### src/rtl/dtc_feature_packer.sv
// rtl/dtc_feature_packer.sv - serial feature packer and class capture for a decision-tree classifier (optional parity beat: DTC_PARITY_EN)
module dtc_feature_packer #(
   parameter int NFEAT = 12,
   parameter int CLS_W = 3,
   parameter int CNT_W = 16
) (
   input  logic             clk,
   input  logic             rst,
   input  logic             feat_bit,
   input  logic             feat_valid,
   output logic             feat_ready,
   output logic [NFEAT-1:0] vec_out,
   input  logic [CLS_W-1:0] class_in,
   output logic [CLS_W-1:0] class_out,
   output logic             class_valid,
   input  logic             class_ready,
   output logic [CNT_W-1:0] vec_cnt,
   output logic             err
);

   localparam int BC_W = $clog2(NFEAT);
   localparam logic [BC_W-1:0] LAST_BIT = BC_W'(NFEAT - 1);

`ifdef DTC_PARITY_EN
   typedef enum logic [1:0] {COLLECT, EVAL, PRESENT, PARITY} state_t;
`else
   typedef enum logic [1:0] {COLLECT, EVAL, PRESENT} state_t;
`endif

   state_t           state_q, state_d;
   logic [BC_W-1:0]  bitcnt_q, bitcnt_d;
   logic [NFEAT-1:0] shreg_q, shreg_d;
   logic [NFEAT-1:0] vec_q, vec_d;
   logic [CLS_W-1:0] class_q, class_d;
   logic             cvalid_q, cvalid_d;
   logic [CNT_W-1:0] cnt_q, cnt_d;
   logic             err_q, err_d;

   // State register and datapath registers; reset discards any partial vector or pending class
   always_ff @(posedge clk) begin
      if (rst) begin
         state_q  <= COLLECT;
         bitcnt_q <= '0;
         shreg_q  <= '0;
         vec_q    <= '0;
         class_q  <= '0;
         cvalid_q <= 1'b0;
         cnt_q    <= '0;
         err_q    <= 1'b0;
      end else begin
         state_q  <= state_d;
         bitcnt_q <= bitcnt_d;
         shreg_q  <= shreg_d;
         vec_q    <= vec_d;
         class_q  <= class_d;
         cvalid_q <= cvalid_d;
         cnt_q    <= cnt_d;
         err_q    <= err_d;
      end
   end

   // Next-state and handshake logic; vec_out only moves when a complete (and checked) vector is handed off
   always_comb begin
      state_d    = state_q;
      bitcnt_d   = bitcnt_q;
      shreg_d    = shreg_q;
      vec_d      = vec_q;
      class_d    = class_q;
      cvalid_d   = cvalid_q;
      cnt_d      = cnt_q;
      err_d      = 1'b0;
      feat_ready = 1'b0;
      case (state_q)
         COLLECT: begin
            feat_ready = 1'b1;
            if (feat_valid) begin
               shreg_d[bitcnt_q] = feat_bit;
               if (bitcnt_q == LAST_BIT) begin
                  bitcnt_d = '0;
`ifdef DTC_PARITY_EN
                  state_d  = PARITY;
`else
                  vec_d    = shreg_d;
                  state_d  = EVAL;
`endif
               end else begin
                  bitcnt_d = bitcnt_q + BC_W'(1);
               end
            end
         end
`ifdef DTC_PARITY_EN
         PARITY: begin
            feat_ready = 1'b1;
            if (feat_valid) begin
               // Even parity: the parity bit equals the XOR of the data bits
               if (feat_bit == ^shreg_q) begin
                  vec_d   = shreg_q;
                  state_d = EVAL;
               end else begin
                  err_d   = 1'b1;
                  state_d = COLLECT;
               end
            end
         end
`endif
         EVAL: begin
            class_d  = class_in;
            cvalid_d = 1'b1;
            state_d  = PRESENT;
         end
         PRESENT: begin
            if (class_ready) begin
               cvalid_d = 1'b0;
               cnt_d    = cnt_q + CNT_W'(1);
               state_d  = COLLECT;
            end
         end
         default: state_d = COLLECT;
      endcase
   end

   assign vec_out     = vec_q;
   assign class_out   = class_q;
   assign class_valid = cvalid_q;
   assign vec_cnt     = cnt_q;
   assign err         = err_q;

endmodule

### config.mk
export PLATFORM = sky130hd
export DESIGN_NAME = dtc_feature_packer
export DESIGN_NICKNAME = d
export VERILOG_FILES = /design/src/rtl/dtc_feature_packer.sv
export SDC_FILE = /design/constraint.sdc
export NUM_CORES = 1
export LEC_CHECK = 0
export ABC_CLOCK_PERIOD_IN_PS = 1800
export CORE_ASPECT_RATIO = 0.8
export CORE_MARGIN = 2
export CORE_UTILIZATION = 30
export CTS_CLUSTER_DIAMETER = 120
export CTS_CLUSTER_SIZE = 40
export DETAILED_ROUTE_END_ITERATION = 16
export PLACE_DENSITY_LB_ADDON = 0.15
export SYNTH_ARGS = -nofsm -noshare
export SYNTH_HDL_FRONTEND = slang
export SYNTH_SLANG_ARGS = --single-unit
### constraint.sdc
create_clock -name clk -period 1.8 [get_ports clk]
set_clock_uncertainty 0.05 [all_clocks]
set_input_delay 0.36 -clock clk [delete_from_list [all_inputs] [get_ports clk]]
set_output_delay 0.36 -clock clk [all_outputs]
set_load 0.02 [all_outputs]
==> run summary, run 1 <==
CP bufs+invs - 1
Initial Util - 0.309
GR Overflow Total - 0
Via/cell ratio - 4.69
Pwr Total - 2040 uW
Via count - 1796
Final nets - 308
Max IR drop VDD - 0.347 mV
Pwr/cell area - 691 mW/mm^2
Synth Register Bits - 49
Final hold viol count - 0
Status - completed
Leak Pwr - 0.00123 uW
CP startpoint kind - input port
Critical path fanouts, max - 3
Initial DRC count - 71
Sequential area share after synthesis - 0.463
Post-CTS Setup Bufs - 0
Count of pins over their slew limit - 0
Yosys warning total - 0
WP data required - 1990 ps
First-pass GRT wire length - 7940 um
Row count - 27
RSZ-0062 raised after global routing - yes
Post-synthesis instance total - 241
Number of global-route vias before repair - 1690
Mapped Area - 0.00212 mm^2
Max-Cap Viols - 0
H-tree levels - 2
Fin crit share - 0.972
CTS root buffer - clkbuf_8
Clock share of power - 0.384
TritonCTS Sinks - 49
Min setup slack post-route - 50.8 ps
Sw power - 479 uW
DP HPWL - 3250 um
Worst setup path class - in -> reg
First-pass iteration count of the detailed router - 4
Clk slew on worst S/H paths - 100 ps
Synth cell types - 32
Worst-case clock buffer depth - 2
Arr. time, crit path - 1940 ps
Worst setup EP type - register
Top cell type's share of synthesized area - 0.463
CP cell instances - clkdlybuf4s50_1, and4b_2, nand3_1, or4_2, a21oi_2
Aggregate global-route resource usage - 0.125
Die height - 79.2 um
Hold Crit Class - reg -> reg
CTS hold repair buffers - 0
Post-route ant nets - 0
DIE AREA - 0.00776 mm^2
Layout area overhead - 39.4%
Mean Syn Cell Area - 8.79 um^2
Comb power frac - 0.072
Syn Nets - 254
# IOs - 42
Initial antenna violation count - 0
Dominant delay contributor by cell family on the critical path - simple AND/OR/NAND/NOR gates
Worst path max stage delay - 560 ps
Skew-Pair Late Insertion Delay - 300 ps
Int Pwr - 1560 uW
Core area - 0.00686 mm^2
Min cycle time layout - 1750 ps
Seq pwr share - 0.544
Fmax - 572 MHz
Place WS - -313 ps
Ant diodes - 0
Top cells by area, synth - dfxtp_1 46%, a211oi_1 7.8%, mux2i_1 7.6%
DRC - 0
Endpoints failing setup - 0
Routability cong. - 0.742
Layout cells sized above 1 - 0.176
Clock buffer count from CTS - 5
Final wirelength - 4760 um
Inst Count DP - 375
Net Sw Frac - 0.235
TritonCTS clock tree - built
IO buf count - 40
Layout Cells excl Fill - 383
Routed len/inst - 12.4 um
Slowest-stage cell, CP - or4_2
Width of the die - 98.0 um
Largest net degree at the start of global routing - 50
Cell taking the most area after synthesis - dfxtp_1
[layout make-up]
class | count | area (um^2)
clock buffer | 7 | 108
tap | 87 | 109
clock inverter | 1 | 7.51
inverter | 4 | 15.0
multi-input combinational | 171 | 1090
sequential | 49 | 996
timing repair buffer | 64 | 627
fill | 693 | 3900
[layout by cell type (no fill, tap or decap), types with 5 or more instances in the layout]
cell type        Yosys  layout
clkdlybuf4s50_1      0      29
xor2_1               5       5
clkbuf_8             0       6
dlymetal6s2s_1       0       6
a211oi_1            22      22
a21oi_1             10       9
nor3_1               5       5
nor2_1              42      42
nand3_1              7       6
dfxtp_1             49      43
mux2i_1             16      16
ha_1                 5       5
nor2b_1              5       5
dlygate4sd2_1        0       5
nand2_1             21      21
xnor2_1              5       5
buf_4                1      21
[registers in the layout (all words and copies together) (netlist names)]
name         flops
bitcnt_q         4
shreg_q         11
vec_out         12
vec_cnt         16
class_out        3
state_q          2
class_valid      1
[cells in the mapped netlist (all sizes together)]
cell    instances
a211oi         22
a21oi          10
and3            2
and4b           1
buf             3
clkbuf         14
conb            1
dfxtp          49
ha              5
inv             4
mux2i          16
nand2          21
nand3           7
nand3b          1
nand4           3
nand4b          1
nor2           42
nor2b           5
nor3            5
nor3b           2
nor4            2
o21ai           3
o31ai           4
or3             4
or4             4
xnor2           5
xor2            5
[metal layers]
metal / vias to the layer above / global-route usage / share of wire
met5: - / 0 / 0
met1: 810 / 0.176 / 0.55
met2: 30 / 0.186 / 0.40
li1: 951 / - / -
met4: 0 / 0.0417 / 0.012
met3: 5 / 0.0326 / 0.037
[worst paths after layout]
| check | from | end | slack, ps | cells after the start |
|---|---|---|---|---|
| setup / recovery | class_ready | vec_cnt[10] | 50 | 5 |
| hold / removal | vec_out[11] | vec_out[11] | 410 | 2 |
| setup reg to reg | vec_cnt[6] | vec_cnt[14] | 100 | 4 |
| hold reg to reg | vec_out[11] | vec_out[11] | 410 | 2 |
[worst reg2reg max path, delay by kind of cell, from the launching register on]
family	cells	cell delay (ps)
AND/OR/NAND/NOR	3	1100
flip-flops	1	360
AO/OA/AOI/OAI	1	140
[what timing repair did]
action,4_1_cts,5_1_grt
resized for setup,6,15
cloned,0,0
pin swaps,0,2
setup endpoints to repair,6,10
[power by group through the flow]
stage | sequential (uW) | combinational [uW] | clock, uW
floorplan | 1140 | 90.5 | 0
global placement | 1140 | 145 | 0
detailed placement | 1140 | 148 | 0
CTS | 1110 | 149 | 813
global route | 1110 | 165 | 849
finish | 1110 | 147 | 784
[metrics by stage]
| stage | area [um^2] | TNS (ps) | utilization | hold WS (ps) |
|---|---|---|---|---|
| final | 2960 | 0 | 0.431 | 410 |
| after global routing | 2960 | -3.65 | 0.431 | 447 |
| after CTS | 2910 | 0 | 0.424 | 416 |
| after detailed placement | 2800 | -2180 | 0.408 | 402 |
| after global placement | 2800 | -1970 | 0.408 | 395 |
| after floorplan | 2130 | -14.8 | - | 428 |
[cell families after synthesis]
family	Yosys count	synth area share
compound gates	39	0.123
mux	16	0.0756
simple gates	100	0.226
xor+xnor	10	0.0413
buf+inv	21	0.0401
flops	49	0.463
other cells	1	0.00177
fa+ha+maj	5	0.0295
Note: power is estimated with default switching activity, not from simulation.
==> run 2, diff against run 1 <==
- CORE_MARGIN: 2 -> 8
- SKIP_LAST_GASP: not set -> 1
==> run summary, run 2 (same netlist as run 1, synthesis figures left out) <==
Critical path fanouts, max - 6
WP data required - 1980 ps
Via/cell ratio - 4.75
Place WS - -292 ps
IO buf count - 40
Post-CTS Setup Bufs - 0
DP HPWL - 3410 um
# IOs - 42
Max-Cap Viols - 0
Status - completed
Final wirelength - 4790 um
Worst-case clock buffer depth - 2
Max reg flops - 16
Layout area overhead - 35.8%
Row count - 27
Fmax - 571 MHz
Final hold viol count - 0
CP startpoint kind - input port
TritonCTS Sinks - 49
Endpoints failing setup - 0
Via count - 1804
CP cell instances - clkdlybuf4s50_1, and4b_1, nand3_2, or4_1, a21oi_1
Number of global-route vias before repair - 1724
Clk slew on worst S/H paths - 90 ps
CP Capture Point - vec_cnt[15]
Final nets - 306
Layout Cells excl Fill - 380
Hold Crit Class - reg -> reg
Pwr/cell area - 645 mW/mm^2
Commonest non-fill, non-tap cells in the layout - 44 x dfxtp_1, 42 x nor2_1, 31 x clkdlybuf4s50_1
RSZ-0062 raised after global routing - yes
Die height - 91.2 um
Worst setup path class - in -> reg
Worst setup EP type - register
Fin crit share - 0.973
Skew-Pair Late Insertion Delay - 290 ps
Inst Count DP - 373
Worst path max stage delay - 520 ps
TritonCTS clock tree - built
Initial DRC count - 99
First-pass GRT wire length - 8200 um
Core area - 0.00686 mm^2
GR Overflow Total - 0
Min setup slack post-route - 47.8 ps
Slowest-stage cell, CP - or4_1
CTS hold repair buffers - 0
FF-to-FF path depth - 4
Largest net degree at the start of global routing - 50
Max IR drop VDD - 0.320 mV
Initial Util - 0.309
Most common cell after layout, fill and taps aside - dfxtp_1
Min Hold Slack - 431 ps
DIE AREA - 0.0100 mm^2
Post-route ant nets - 0
RR Startpoint - vec_cnt[5]
First-pass iteration count of the detailed router - 4
Layout cells sized above 1 - 0.143
Reg2reg end - vec_cnt[14]
Clock buffer count from CTS - 5
Arr. time, crit path - 1930 ps
Ant diodes - 0
Crit path from - class_ready
Initial antenna violation count - 0
CTS root buffer - clkbuf_8
H-tree levels - 2
Width of the die - 110 um
R2r setup slk - 100 ps
Routed len/inst - 12.6 um
Aggregate global-route resource usage - 0.0999
Routability cong. - 0.734
Min cycle time layout - 1750 ps
Leak Pwr - 0.00118 uW
Count of pins over their slew limit - 0
DRC - 0
## run 2: cell count changes in the layout (fill, tap and decap cells not counted), moves of 2 or more
cell,before,now
or4_1,0,3
or4_4,3,0
buf_4,21,19
clkdlybuf4s50_1,29,31
## run 2: worst min-delay path by stage
stage                       startpoint            to  depth (start not counted)  slack, ps
after floorplan             shreg_q[0]    shreg_q[0]                          2        430
after global placement    class_out[0]  class_out[0]                          2        420
after detailed placement   vec_out[11]   vec_out[11]                          2        430
after CTS                  vec_out[11]   vec_out[11]                          2        440
after global routing        vec_out[9]    vec_out[9]                          2        470
final                      vec_out[11]   vec_out[11]                          2        430
## run 2: area by class of cell
type	count	area, um^2
multi-input combinational	171	1070
inverter	4	15.0
sequential	49	995
fill	681	3980
clock inverter	1	5.00
tap	87	109
clock buffer	6	72.6
timing repair buffer	62	611
## run 2: critical path, delay by kind of cell
| kind | cells | cell delay, ps |
|---|---|---|
| buffers and inverters | 1 | 470 |
| AND/OR/NAND/NOR | 3 | 950 |
| AO/OA/AOI/OAI | 1 | 140 |
## run 2: through the flow
stage,power [uW],TNS [ps],utilization,instance area (um^2)
detailed placement,1280,-2730,0.405,2780
CTS,1900,0,0.416,2850
floorplan,1230,-14.8,-,2130
finish,1860,0,0.420,2880
global placement,1280,-2190,0.405,2780
global route,1960,-32.3,0.420,2880
## run 2: per-layer routing
metal  wire length [um]  GRT usage  share of wire
met5                  0          0              0
met1               2510      0.139           0.52
met4                 47     0.0370         0.0098
met2               1960      0.142           0.41
met3                273     0.0282          0.057
## run 2: report_power, final
part,internal (uW),switching (uW),leakage [uW]
clock,265,337,0.0000410
combinational,64.6,79.0,0.000734
sequential,1100,12.0,0.000401
## run 2: repair_timing
| item | CTS | global route |
|---|---|---|
| pin swaps | 0 | 0 |
| setup endpoints to repair | 4 | 14 |
| resized for setup | 4 | 8 |
| endpoints found under the hold margin | 0 | 0 |
==> run 3, diff against run 2 <==
- CTS_CLUSTER_DIAMETER: 120 -> not set
- GPL_TIMING_DRIVEN: not set -> 0
- SETUP_SLACK_MARGIN: not set -> 0.5
==> run summary, run 3 (same netlist as run 1, synthesis figures left out) <==
Aggregate global-route resource usage - 0.127
Arr. time, crit path - 1860 ps
Endpoints failing setup - 0
First-pass iteration count of the detailed router - 4
CTS root buffer - clkbuf_8
Initial DRC count - 27
Most common cell after layout, fill and taps aside - nor2_1
Place WS - -435 ps
Max-Cap Viols - 0
CP startpoint kind - register
DP HPWL - 3770 um
# IOs - 42
Count of pins over their slew limit - 0
Status - completed
Worst-margin pin slew - 765 ps
Largest net degree at the start of global routing - 16
Fillcell total - 647
Core area - 0.00686 mm^2
Routed len/inst - 15.2 um
Initial Util - 0.309
Hold Crit Class - reg -> reg
Reg2reg end - vec_cnt[13]
Final hold viol count - 0
TritonCTS Sinks - 49
Post-route ant nets - 0
Worst setup EP type - register
Skew-Pair Late Insertion Delay - 310 ps
Leak Pwr - 0.00149 uW
Final nets - 338
DRC - 0
FF-to-FF path depth - 5
RSZ-0062 raised after global routing - yes
RR Startpoint - vec_cnt[4]
Width of the die - 110 um
First-pass GRT wire length - 10100 um
Commonest non-fill, non-tap cells in the layout - 38 x nor2_1, 32 x dfxtp_1, 24 x buf_6
GR Overflow Total - 0
Pwr/cell area - 594 mW/mm^2
Layout area overhead - 67.6%
Max reg flops - 16
Die height - 91.2 um
WP data required - 2000 ps
R2r setup slk - 140 ps
Routability cong. - 0.763
Critical path fanouts, max - 10
Min setup slack post-route - 138 ps
Worst slew margin - 0.490
Via/cell ratio - 4.90
Hold Path Depth - 2
Layout cells sized above 1 - 0.488
IO buf count - 39
Clock buffer count from CTS - 5
Min cycle time layout - 1660 ps
Multi-input logic area - 0.00137 mm^2
Ant diodes - 0
Via count - 2022
FF+latch area - 0.00103 mm^2
Number of global-route vias before repair - 2002
Worst-case clock buffer depth - 2
Min-delay src - vec_out[11]
H-tree levels - 2
DIE AREA - 0.0100 mm^2
Fin crit share - 0.923
Final wirelength - 6300 um
Min Hold Slack - 434 ps
Initial antenna violation count - 0
Hold endpoint - vec_out[11]
Clk slew on worst S/H paths - 100 ps
Fmax - 602 MHz
Row count - 27
Worst setup path class - reg -> reg
Max IR drop VDD - 0.285 mV
TritonCTS clock tree - built
CTS hold repair buffers - 0
-- run 3: cell types whose count changed in the layout (fill, tap and decap cells not counted), moves of 6 or more --
cell,before,now
a211oi_1,22,9
a211oi_2,0,13
buf_2,0,21
buf_6,0,24
clkbuf_1,1,7
clkbuf_16,0,8
clkdlybuf4s50_1,31,5
dfxtp_1,44,32
dfxtp_4,3,10
-- run 3: how the worst max path moves through the flow --
stage | slack, ps | start | end
3_5_place_dp | -440 | class_ready | vec_cnt[15]
2_1_floorplan | 170 | vec_cnt[3] | vec_cnt[14]
3_3_place_gp | -420 | class_ready | vec_cnt[15]
4_1_cts | 140 | vec_cnt[4] | vec_cnt[13]
5_1_grt | 60 | vec_cnt[7] | vec_cnt[13]
6_report | 140 | vec_cnt[4] | vec_cnt[13]
-- run 3: area by class of cell --
| class | count | share of cell area |
|---|---|---|
| clock buffer | 6 | 0.0204 |
| tap | 87 | 0.0306 |
| inverter | 4 | 0.00423 |
| clock inverter | 2 | 0.00986 |
| buffer | 17 | 0.0599 |
| multi-input combinational | 171 | 0.386 |
| timing repair buffer | 77 | 0.200 |
| sequential | 49 | 0.289 |
-- run 3: where the power goes --
part           switching (uW)  internal [uW]
Clock                     390            413
Sequential               17.3           1090
Combinational             103           91.7
-- run 3: repair_timing --
item | in CTS | in global routing
hold endpoints to repair | 0 | 0
pin swaps | 24 | 15
gates cloned | 5 | 0
gates resized for setup | 202 | 33
buffers inserted | 23 | 10
endpoints found under the setup margin | 77 | 60
-- run 3: worst max-delay path, cell delays in order, from the launching register on --
cell	delay, ps
dfxtp_4	380
nand4_4	100
or3_4	390
buf_6	140
or4_4	410
a21oi_2	120
-- run 3: stage by stage --
step	setup TNS [ps]	instance area (um^2)	cells	util	power, uW
global route	0	3550	413	0.518	2190
CTS	0	3340	403	0.488	2120
finish	0	3550	413	0.518	2110
global placement	-2690	2820	367	0.411	1280
floorplan	0	2320	241	-	1240
detailed placement	-3040	2820	367	0.411	1280
-- run 3: routing by layer --
metal,global-route usage,vias up,part of all wire
li1,-,1004,-
met1,0.171,973,0.49
met2,0.187,37,0.44
met3,0.0381,8,0.058
met4,0.0404,0,0.011
met5,0,-,0
==> variant 1, RTL diff (flow settings as in run 3) <==
Change the parameter `CNT_W` from 16 to 18.
--- a/src/rtl/dtc_feature_packer.sv
+++ b/src/rtl/dtc_feature_packer.sv
@@ -2,7 +2,7 @@
 module dtc_feature_packer #(
    parameter int NFEAT = 12,
    parameter int CLS_W = 3,
-   parameter int CNT_W = 16
+   parameter int CNT_W = 18
 ) (
    input  logic             clk,
    input  logic             rst,
Interface: changed (resized vec_cnt); port bits go from 42 to 44. The function was not compared with the original's and may differ.
==> variant 1 against run 3 <==
- the flow now finishes with violations (setup timing)
- final cell count grew 2.7%
- fmax is 9.8% lower
- count of clock-buffer cells in the layout is 2 higher
- critical endpoint is now vec_cnt[17]
- cell area fell by 0.60%
- power fell by 0.83%
- via count up 3.6%
- die area is 4.2% higher
- sequential cell count up 2
- worst setup slack got worse by 0.18 ns
- routed wire length up 2.1%
- area after synthesis up 5.0%
- critical path type unchanged
- largest cell class unchanged
==> variant 1: results (changes against run 3) <==
.. list-table::
   :header-rows: 1

   * - Metric
     - Value
   * - Data arrival at the endpoint of the critical path
     - 2.03 ns (+0.17 ns)
   * - Proportion of cell area spent on the clock network
     - 2.83% (-0.19 points)
   * - Global Route met3 Usage
     - 3.67% (-0.14 points)
   * - Dominant cells by area after synthesis
     - sky130_fd_sc_hd__dfxtp_1 46%, sky130_fd_sc_hd__nor2_1 7.6%, sky130_fd_sc_hd__a211oi_1 7.4%, sky130_fd_sc_hd__mux2i_1 6.7%, sky130_fd_sc_hd__nand2_1 3.7%
   * - Final Wtd Congestion
     - 0.737 (-3.3%)
   * - P_clk
     - 0.000725 W (-9.8%)
   * - Clock sinks
     - 51 (+4.1%)
   * - RR Startpoint
     - state_q[0]
   * - Final setup vio count
     - 2 (+2)
   * - Flop pwr share
     - 55.4% (+2.8 points)
   * - Outcome
     - finished with violations
   * - Worst Path Max Fanout
     - 5 (-5)
   * - Pre-CTS worst setup slack
     - -0.648 ns (-0.213 ns)
   * - Placed cells
     - 385 (+4.9%)
   * - Iteration-0 DRC Markers
     - 59 (+120%)
   * - Switching power
     - 0.000502 W (-1.8%)
   * - Count of different cell masters after synthesis
     - 33 (+3.1%)
   * - P_leak
     - 1.45 nW (-2.9%)
   * - Core region area
     - 7290 µm² (+6.3%)
   * - NonClk Buf Share
     - 23.0% (-3.0 points)
   * - Sequential cell area
     - 1060 µm² (+3.4%)
   * - Via total after detailed routing
     - 2095 (+3.6%)
   * - Global-route met1 utilization
     - 16.4% (-0.71 points)
   * - Worst path setup slack after routing
     - -0.0425 ns (-0.181 ns)
   * - Number of multi-input combinational cells
     - 181 (+5.8%)
   * - Non-clock inverter count
     - 5 (+1)
   * - Syn_nets
     - 267 (+5.1%)
   * - Gr usage total
     - 12.0% (-0.70 points)
   * - Sequential cell area fraction in the yosys report
     - 45.9% (-0.41 points)
   * - Routing usage on met2
     - 17.8% (-0.94 points)
   * - Failing checks
     - setup timing
   * - Count of placed standard cells in the final layout, fillers left out
     - 424 (+2.7%)
   * - Area added between synthesis and finish
     - 58.6%
## variant 1: cell count changes after synthesis, sizes merged, moves of 3 or more
cell	change
nor2	+3
mux2	+3
nor2b	+3
o31ai	-3
## variant 1: worst min-delay path by stage
stage                            from          end  slack (ns)  cells past startpoint
after global placement    vec_out[11]  vec_out[11]        0.39                      2
after floorplan           bitcnt_q[2]  bitcnt_q[2]        0.42                      2
after CTS                 vec_out[11]  vec_out[11]        0.42                      2
after global routing      vec_out[11]  vec_out[11]        0.44                      2
final                     vec_out[11]  vec_out[11]        0.42                      2
after detailed placement  vec_out[11]  vec_out[11]        0.40                      2
## variant 1: cell families (layout without fill, tap and decap cells)
logic type,Yosys count,after routing,share of synthesized area (%)
AOI/OAI and AO/OA,37,37,10.9
xor gates and xnor gates,10,10,3.94
buffers and inverters,22,102,4.16
adders and majority gates,5,5,2.81
muxes,18,18,8.26
other,1,1,0.168
DFF,51,51,45.9
and+or+nand+nor,110,110,23.9
==> variant 2, RTL diff (flow settings as in run 3) <==
Made on the original files. `shreg_q` no longer has a reset.
--- a/src/rtl/dtc_feature_packer.sv
+++ b/src/rtl/dtc_feature_packer.sv
@@ -41,7 +41,6 @@
       if (rst) begin
          state_q  <= COLLECT;
          bitcnt_q <= '0;
-         shreg_q  <= '0;
          vec_q    <= '0;
          class_q  <= '0;
          cvalid_q <= 1'b0;
@@ -50,13 +49,16 @@
       end else begin
          state_q  <= state_d;
          bitcnt_q <= bitcnt_d;
-         shreg_q  <= shreg_d;
          vec_q    <= vec_d;
          class_q  <= class_d;
          cvalid_q <= cvalid_d;
          cnt_q    <= cnt_d;
          err_q    <= err_d;
       end
+   end
+
+   always_ff @(posedge clk) begin
+      shreg_q <= shreg_d;
    end
 
    // Next-state and handshake logic; vec_out only moves when a complete (and checked) vector is handed off
Behaviour: same outputs for any inputs over 10 cycles, from zero or initial values and one cycle with rst high; that may be too few to reach the edited logic, so the function may still have changed.
==> variant 2 against run 3 <==
- routed wire length fell by 15%
- power fell by 4.1%
- critical path depth fell by 1
- worst setup slack got worse by 0.012 ns
- sequential cell count did not move
- non-clock buffer count fell by 13
- via count fell by 15%
- area after synthesis fell by 2.2%
- cell area fell by 8.8%
- critical path type unchanged
- largest cell class unchanged
- largest power group unchanged
- highest routed layer unchanged
==> variant 2: results (changes against run 3) <==
.. list-table::
   :header-rows: 1

   * - Metric
     - Value
   * - Number of enable-type register cells in the synthesized netlist
     - 11 (+11)
   * - Fraction of final layout cells with drive strength greater than 1
     - 55.6% (+6.9 points)
   * - Class of the tightest hold or removal check
     - reg -> reg
   * - Placed cell area
     - 2670 µm² (-5.5%)
   * - Instance count of the mapped netlist
     - 195 (-19%)
   * - RR Startpoint
     - state_q[0]
   * - HP Start
     - vec_out[8]
   * - Count of different cell masters after synthesis
     - 36 (+13%)
   * - Hold Path Depth
     - 1 (-1)
   * - Final routed wire length divided by cell count
     - 14.9 µm (-2.6%)
   * - Final Wtd Congestion
     - 0.753 (-1.3%)
   * - First-pass GRT wire length
     - 8370 µm (-17%)
   * - Critical path's slowest cell
     - sky130_fd_sc_hd__or4b_4
   * - Count of placed standard cells in the final layout, fillers left out
     - 362 (-12%)
   * - Number of global-route vias before repair
     - 1707 (-15%)
   * - Worst flop-to-flop path endpoint
     - vec_cnt[15]
   * - Worst Path Max Fanout
     - 5 (-5)
   * - Most used standard cells in the synthesized netlist
     - 38 x sky130_fd_sc_hd__dfxtp_1, 22 x sky130_fd_sc_hd__nor2_1, 18 x sky130_fd_sc_hd__nand2_1, 13 x sky130_fd_sc_hd__mux2_2, 12 x sky130_fd_sc_hd__a22o_1
   * - Post-route worst hold slack
     - 0.434 ns (+0.000461 ns)
   * - Arithmetic-cell share of the synthesized area counting full adders, half adders and majority gates
     - 3.02% (+0.068 points)
   * - Share of the synthesized area in compound gates (AO/OA/AOI/OAI)
     - 7.79% (-4.5 points)
   * - Placed wire-length estimate
     - 3270 µm (-13%)
   * - Maximum number of pins on one net before global-route repair
     - 15 (-1)
   * - Placed cells
     - 321 (-13%)
   * - Outcome
     - finished, final reports clean
   * - Multiplexer fraction of the synthesized cell area
     - 8.51% (+0.96 points)
   * - Worst VDD drop
     - 0.000250 V (-12%)
   * - Dominant cells by area after synthesis
     - sky130_fd_sc_hd__dfxtp_1 37%, sky130_fd_sc_hd__edfxtp_1 16%, sky130_fd_sc_hd__mux2_2 7.1%, sky130_fd_sc_hd__a22o_1 5.1%, sky130_fd_sc_hd__nor2_1 4.0%
   * - Gr usage total
     - 10.7% (-2.0 points)
   * - P_leak
     - 1.38 nW (-7.3%)
   * - Worst Hold Endpoint
     - vec_out[8]
   * - Syn_nets
     - 208 (-18%)
   * - Number of cells on the worst reg-to-reg path
     - 4 (-1)
   * - Sequential cell area fraction in the yosys report
     - 52.7% (+6.4 points)
   * - Iteration-0 DRC Markers
     - 81 (+200%)
   * - Slew at the pin closest to its max-slew limit
     - 0.533 ns (-0.233 ns)
   * - Parity-gate share of the synthesized area counting xor and xnor cells
     - 5.07% (+0.94 points)
==> variant 2: cell types whose count changed after synthesis, sizes merged, moves of 12 or more <==
cell / delta
nor2: -20
mux2i: -13
a22o: +12
a211oi: -22
mux2: +13
==> variant 2: what timing repair did <==
action / in CTS / in global routing
setup endpoints to repair: 86 / 67
pin swaps: 8 / 15
buffers inserted: 24 / 9
hold buffers: 0 / 0
resized for setup: 193 / 49
==> variant 2: layout make-up <==
type / instances / area (µm²)
fillers: 646 / 3550
multi-input cells: 134 / 1200
flip-flops and latches: 49 / 1150
repair buffers: 72 / 587
well taps: 87 / 109
clock buffers: 8 / 90.1
plain buffers: 9 / 78.8
inverters: 3 / 21.3
==> variant 2: cell families after synthesis <==
logic type,after synthesis
muxes,16
xor gates and xnor gates,12
adders and majority gates,5
and+or+nand+nor,77
AOI/OAI and AO/OA,23
buffers and inverters,12
other,1
DFF,49
==> variant 2: critical path, delay by kind of cell, from the launching register on <==
family | cells | cell delay [ns]
flip-flops | 1 | 0.36
AO/OA/AOI/OAI | 1 | 0.11
AND/OR/NAND/NOR | 3 | 1.10
==> variant 2: how the worst max path moves through the flow <==
stage | start | endpoint | cells past startpoint | slack (ns)
after floorplan | feat_valid | vec_out[10] | 5 | 0.07
after global placement | feat_valid | vec_out[3] | 6 | -0.78
after detailed placement | feat_valid | vec_out[9] | 6 | -0.79
after CTS | state_q[0] | vec_cnt[13] | 4 | 0.15
after global routing | state_q[0] | vec_cnt[13] | 4 | 0.07
final | state_q[0] | vec_cnt[15] | 4 | 0.13
==> variant 2: power breakdown <==
part | switching [W] | total (W) | internal, W
Combinational | 0.0000917 | 0.000198 | 0.000106
Sequential | 0.0000165 | 0.00115 | 0.00113
Clock | 0.000364 | 0.000679 | 0.000314
==> variant 2: per-stage QoR <==
| step | worst slack, ns | utilization (%) |
|---|---|---|
| 2_1_floorplan | 0.0684 | - |
| 3_3_place_gp | -0.777 | 39.3 |
| 3_5_place_dp | -0.785 | 39.3 |
| 6_report | 0.126 | 47.7 |
| 4_1_cts | 0.148 | 44.3 |
| 5_1_grt | 0.0676 | 47.7 |
==> variant 2: per-layer routing <==
| metal | vias to the layer above | global-route usage (%) | part of all wire, % |
|---|---|---|---|
| met5 | - | 0 | 0 |
| met4 | 0 | 4.78 | 1.6 |
| met3 | 6 | 3.42 | 6.1 |
| met2 | 34 | 14.7 | 44 |
| met1 | 838 | 14.7 | 49 |
| li1 | 844 | - | - |
